==> config.mk <==
export PLATFORM = sky130hd
export DESIGN_NAME = adc_word_align
export DESIGN_NICKNAME = d
export VERILOG_FILES = /design/src/rtl/adc_word_align.sv
export SDC_FILE = /design/constraint.sdc
export NUM_CORES = 1
export LEC_CHECK = 0
export ABC_CLOCK_PERIOD_IN_PS = 2880
export BUFFER_PORTS_ARGS = -buffer_cell sky130_fd_sc_hd__buf_2
export CAP_MARGIN = 10
export CORE_AREA = 8 8 100 66
export DETAILED_ROUTE_END_ITERATION = 10
export DIE_AREA = 0 0 108 74
export HOLD_SLACK_MARGIN = 0.15
export PLACE_DENSITY = 0.59
export SYNTH_ARGS = -nofsm -noshare
export SYNTH_HDL_FRONTEND = slang
export SYNTH_SLANG_ARGS = --single-unit
==> constraint.sdc <==
create_clock -name CLK -period 2.88 [get_ports CLK]
set_clock_uncertainty 0.1 [all_clocks]
set_input_delay 0.288 -clock CLK [delete_from_list [all_inputs] [get_ports CLK]]
set_output_delay 0.288 -clock CLK [all_outputs]
set_load 0.02 [all_outputs]
==> src/rtl/adc_word_align.sv <==
// Word aligner for a 6-bit DDR deserializer: bitslips until the ADC training
// pattern is found, resolves the hi/lo word phase, then assembles 12-bit samples.
module adc_word_align #(
    parameter logic [5:0]  PAT_HI    = 6'h28,
    parameter logic [5:0]  PAT_LO    = 6'h3C,
    parameter int unsigned SETTLE    = 4,
    parameter int unsigned CHECK_LEN = 8,
    parameter int unsigned MAX_SLIP  = 12
) (
    input  logic        CLK,
    input  logic        reset,
    input  logic [5:0]  DIN,
    input  logic        train,
    output logic        BS,
    output logic        locked,
    output logic        fail,
    output logic [3:0]  slip_cnt,
    output logic [11:0] sample,
    output logic        sample_valid
);
    typedef enum logic [2:0] {
        S_IDLE   = 3'd0,
        S_WAIT   = 3'd1,
        S_CHECK  = 3'd2,
        S_SLIP   = 3'd3,
        S_LOCKED = 3'd4,
        S_FAIL   = 3'd5
    } state_t;

    localparam logic [3:0] SETTLE_LAST = 4'(SETTLE - 1);
    localparam logic [8:0] MATCH_LAST  = 9'(2 * CHECK_LEN - 1);
    localparam logic [3:0] SLIP_MAX    = 4'(MAX_SLIP);

    state_t      state_r, state_s;
    logic [3:0]  settle_r, settle_s;
    logic [8:0]  match_r, match_s;
    logic        expect_hi_r, expect_hi_s;
    logic [3:0]  slip_r, slip_s;
    logic        phase_r, phase_s;
    logic [5:0]  hi_r, hi_s;
    logic [11:0] sample_r, sample_s;
    logic        sv_r, sv_s;
    logic        bs_r, locked_r, fail_r;
    logic        word_ok_s;

    // Next-state and next-datapath logic; train overrides every state.
    always_comb begin
        state_s     = state_r;
        settle_s    = settle_r;
        match_s     = match_r;
        expect_hi_s = expect_hi_r;
        slip_s      = slip_r;
        phase_s     = phase_r;
        hi_s        = hi_r;
        sample_s    = sample_r;
        sv_s        = 1'b0;
        word_ok_s   = 1'b0;
        if (train) begin
            state_s  = S_WAIT;
            settle_s = 4'd0;
            match_s  = 9'd0;
            slip_s   = 4'd0;
        end else begin
            case (state_r)
                S_IDLE: begin
                    state_s = S_IDLE;
                end
                S_WAIT: begin
                    if (settle_r == SETTLE_LAST) begin
                        state_s  = S_CHECK;
                        settle_s = 4'd0;
                        match_s  = 9'd0;
                    end else begin
                        settle_s = settle_r + 4'd1;
                    end
                end
                S_CHECK: begin
                    // The first word picks the word phase; later words must alternate.
                    if (match_r == 9'd0) begin
                        if (DIN == PAT_HI) begin
                            word_ok_s   = 1'b1;
                            expect_hi_s = 1'b0;
                        end else if (DIN == PAT_LO) begin
                            word_ok_s   = 1'b1;
                            expect_hi_s = 1'b1;
                        end else begin
                            word_ok_s   = 1'b0;
                        end
                    end else if (DIN == (expect_hi_r ? PAT_HI : PAT_LO)) begin
                        word_ok_s   = 1'b1;
                        expect_hi_s = ~expect_hi_r;
                    end else begin
                        word_ok_s   = 1'b0;
                    end

                    if (!word_ok_s) begin
                        state_s = (slip_r >= SLIP_MAX) ? S_FAIL : S_SLIP;
                    end else if ((match_r >= MATCH_LAST) && (DIN == PAT_LO)) begin
                        state_s = S_LOCKED;
                        phase_s = 1'b0;
                    end else begin
                        match_s = match_r + 9'd1;
                    end
                end
                S_SLIP: begin
                    state_s  = S_WAIT;
                    settle_s = 4'd0;
                    slip_s   = (slip_r == 4'hF) ? slip_r : slip_r + 4'd1;
                end
                S_LOCKED: begin
                    if (!phase_r) begin
                        hi_s    = DIN;
                        phase_s = 1'b1;
                    end else begin
                        sample_s = {hi_r, DIN};
                        sv_s     = 1'b1;
                        phase_s  = 1'b0;
                    end
                end
                S_FAIL: begin
                    state_s = S_FAIL;
                end
                default: begin
                    state_s = S_IDLE;
                end
            endcase
        end
    end

    // State register.
    always_ff @(posedge CLK or negedge reset) begin
        if (!reset) begin
            state_r <= S_IDLE;
        end else begin
            state_r <= state_s;
        end
    end

    // Counters, capture registers and registered outputs decoded from the next state.
    always_ff @(posedge CLK or negedge reset) begin
        if (!reset) begin
            settle_r    <= 4'd0;
            match_r     <= 9'd0;
            expect_hi_r <= 1'b0;
            slip_r      <= 4'd0;
            phase_r     <= 1'b0;
            hi_r        <= 6'd0;
            sample_r    <= 12'd0;
            sv_r        <= 1'b0;
            bs_r        <= 1'b0;
            locked_r    <= 1'b0;
            fail_r      <= 1'b0;
        end else begin
            settle_r    <= settle_s;
            match_r     <= match_s;
            expect_hi_r <= expect_hi_s;
            slip_r      <= slip_s;
            phase_r     <= phase_s;
            hi_r        <= hi_s;
            sample_r    <= sample_s;
            sv_r        <= sv_s;
            bs_r        <= (state_s == S_SLIP);
            locked_r    <= (state_s == S_LOCKED);
            fail_r      <= (state_s == S_FAIL);
        end
    end

    assign BS           = bs_r;
    assign locked       = locked_r;
    assign fail         = fail_r;
    assign slip_cnt     = slip_r;
    assign sample       = sample_r;
    assign sample_valid = sv_r;

endmodule

==> out/results.ini <==
[die]
die_x_um=108
core_um2=5230
initial_core_util_pct=42.1
chipHeight_um=74
io_pins=29
dieArea_um2=7990
rows=21

[pwr]
p_leak_nw=1.23
ir_drop_mv=0.330
power_density_nw_per_um2=534
power.total_mw=1.35

[sta]
tns_ns=0
period_needed_ns=2.16
slew_violations=0
rsz0062_at_grt=false
timing.final.crit_share_pct=75.1
max_freq_ghz=0.462
finalHoldViolations=0
tightestPinTransition_ns=0.972
slew-limit-headroom_pct=35.2
report.final.setup_viol=0
setup_slack_ns=0.718

[clock_network]
cts_resized=0
cts_max_path_buffers=2
cts.sinks=44
cts-root-buf=clkbuf_8
htreeDepth=2
cts_tree=done
clkTransAtPathRegs_ns=0.08
cts_made_buffers=5
clkLatencyLatePin_ns=0.29

[detailed_routing]
dr_wl_met2_um=1630
via_per_inst=5.08
wire_per_inst_um=14.5
met3WireLength_um=193
top_layer_used=met4
finalWirelength_um=4400
vias=1540
drt-met1-wl_um=2540
dr.pass1.iters=4
ant_nets=0
remaining_drc_errors=0
drt_iter0_markers=92

[placed_design]
portBuffers=28
pre_cts_slack_ns=0.720
dp.cells=293
place_congestion=0.723
place_hpwl_um=3140

[logic_synthesis]
netlist_area_um2=2200
ys_seq_area_share_pct=50.0
ys_ff_latch=44
synthArstFlopShare_pct=100
syn_inst=203
syn_nets=217
yosysUniqueCellTypes=50
synth.avg_cell_area_um2=10.8
yosys_warnings=0
synth_flop_cell=dfrtp_1
synth-edff-count=0

[worst_setup_path]
crit_buf_inv=1
ff2ff_path_depth=8
crit_required_ns=2.98
worst-path-stages=8
worstSetupEndpointType=flip-flop
critPathMaxFanout=4
cp_slowest_cell=dfrtp_1
crit_family=simple AND/OR/NAND/NOR gates
criticalPathCategory=flip-flop to flip-flop
startpoint_type=flip-flop
slowest_delay_ns=0.39
crit_arrival_ns=2.26
cp_cell_sequence=inv_1 -> ha_1 -> nor3b_1 -> and3_1 -> o211ai_4 -> mux2_4 -> o21ai_2 -> nor4b_2

[finish]
area_growth_pct=14.3
fin_cells=303
antenna_cells=0
nNetsFinal=247
utilization_pct=48.1
drive_gt1_share_pct=28.6

[run_status]
outcome=finished, final reports clean

[hold_path]
hold_depth=2
hp-class=primary input to flip-flop

[run]
cap_violations=0

[global_routing]
grt_first_pass_wirelength_um=7570
antenna_found_initial=0
grt_max_degree=45
grt_overflow_total=0
grt_pass1_vias=1558
gr-usage-all-layers_pct=11.9

[final timing paths]
kind / startpoint / to / slack [ns]
setup / recovery: match_r[0] / BS / 0.72
hold / removal: DIN[0] / hi_r[0] / 0.15
setup reg to reg: match_r[0] / BS / 0.72
hold reg to reg: sample[9] / sample[9] / 0.41
max in group asynchronous: reset / match_r[8] / 1.49
min in group asynchronous: reset / state_r[0] / 0.58
[area by class of cell]
cell class | count | area (um^2)
repair buffers | 31 | 168
flip-flops and latches | 44 | 1100
clock inverters | 2 | 35.0
well taps | 69 | 86.3
clock buffers | 6 | 72.6
inverters | 5 | 18.8
fillers | 484 | 2710
multi-input cells | 146 | 1040
[cells in the mapped netlist (2+ instances only)]
cell type   n  area, um^2
dfrtp_1    44        1100
mux2_2     19         214
nor2_1     19        71.3
a21oi_1    14        70.1
nand2_1    12        45.0
o21ai_0     9        45.0
nor3_1      7        35.0
and3_1      6        37.5
clkbuf_1    5        18.8
ha_1        5        62.6
nand2b_1    5        31.3
a31oi_1     4        25.0
inv_1       4        15.0
nand3_1     4        20.0
nor2b_1     4        25.0
or3_1       3        18.8
xor2_1      3        26.3
buf_6       2        22.5
o21ai_1     2        10.0
xnor2_1     2        17.5
[cells in the final DEF (no fill, tap or decap), types with 4 or more instances in the layout]
cell / n
ha_1: 5
mux2_2: 19
nand2_1: 12
nand3_1: 4
nand2b_1: 5
nor3_1: 7
dfrtp_1: 44
a31oi_1: 4
o21ai_0: 9
a21oi_1: 14
and3_1: 6
inv_1: 4
buf_2: 28
nor2b_1: 4
clkbuf_8: 5
nor2_1: 19
[registers in the layout, summed over array words and instances (netlist names), 3 cells and up]
signal,flops
state_r,3
hi_r,6
slip_cnt,4
match_r,9
settle_r,4
sample,12
[per-stage QoR]
step,hold WS [ns],instance area (um^2)
after floorplan,-0.108,2200
after global placement,0.384,2390
after detailed placement,0.390,2390
after CTS,0.155,2520
after global routing,0.155,2520
final,0.155,2520
[power breakdown]
group / switching (mW) / internal, mW / total (mW) / leakage [nW]
Combinational: 0.125 / 0.0765 / 0.201 / 0.578
Clock: 0.210 / 0.258 / 0.467 / 0.0552
Sequential: 0.0331 / 0.644 / 0.677 / 0.600
[timing repair]
item / 4_1_cts / 5_1_grt
endpoints found under the hold margin: 45 / 0
hold buffers: 2 / 0
buffers inserted: 0 / 0
[per-layer routing]
metal / track usage [%] / vias to the layer above
met3: 3.81 / 5
met5: 0 / -
li1: - / 776
met2: 15.1 / 28
met1: 18.2 / 731
met4: 3.36 / 0
[cell families (layout without fill, tap and decap cells)]
logic type	count (synthesis)	count (layout)	synth area share (%)
muxes	21	21	10.9
buffers and inverters	13	44	2.95
DFF	44	44	50.0
xor gates and xnor gates	5	5	1.99
and+or+nand+nor	74	74	19.3
AOI/OAI and AO/OA	41	41	12.0
adders and majority gates	5	5	2.84
(Power assumes the default switching activity.)
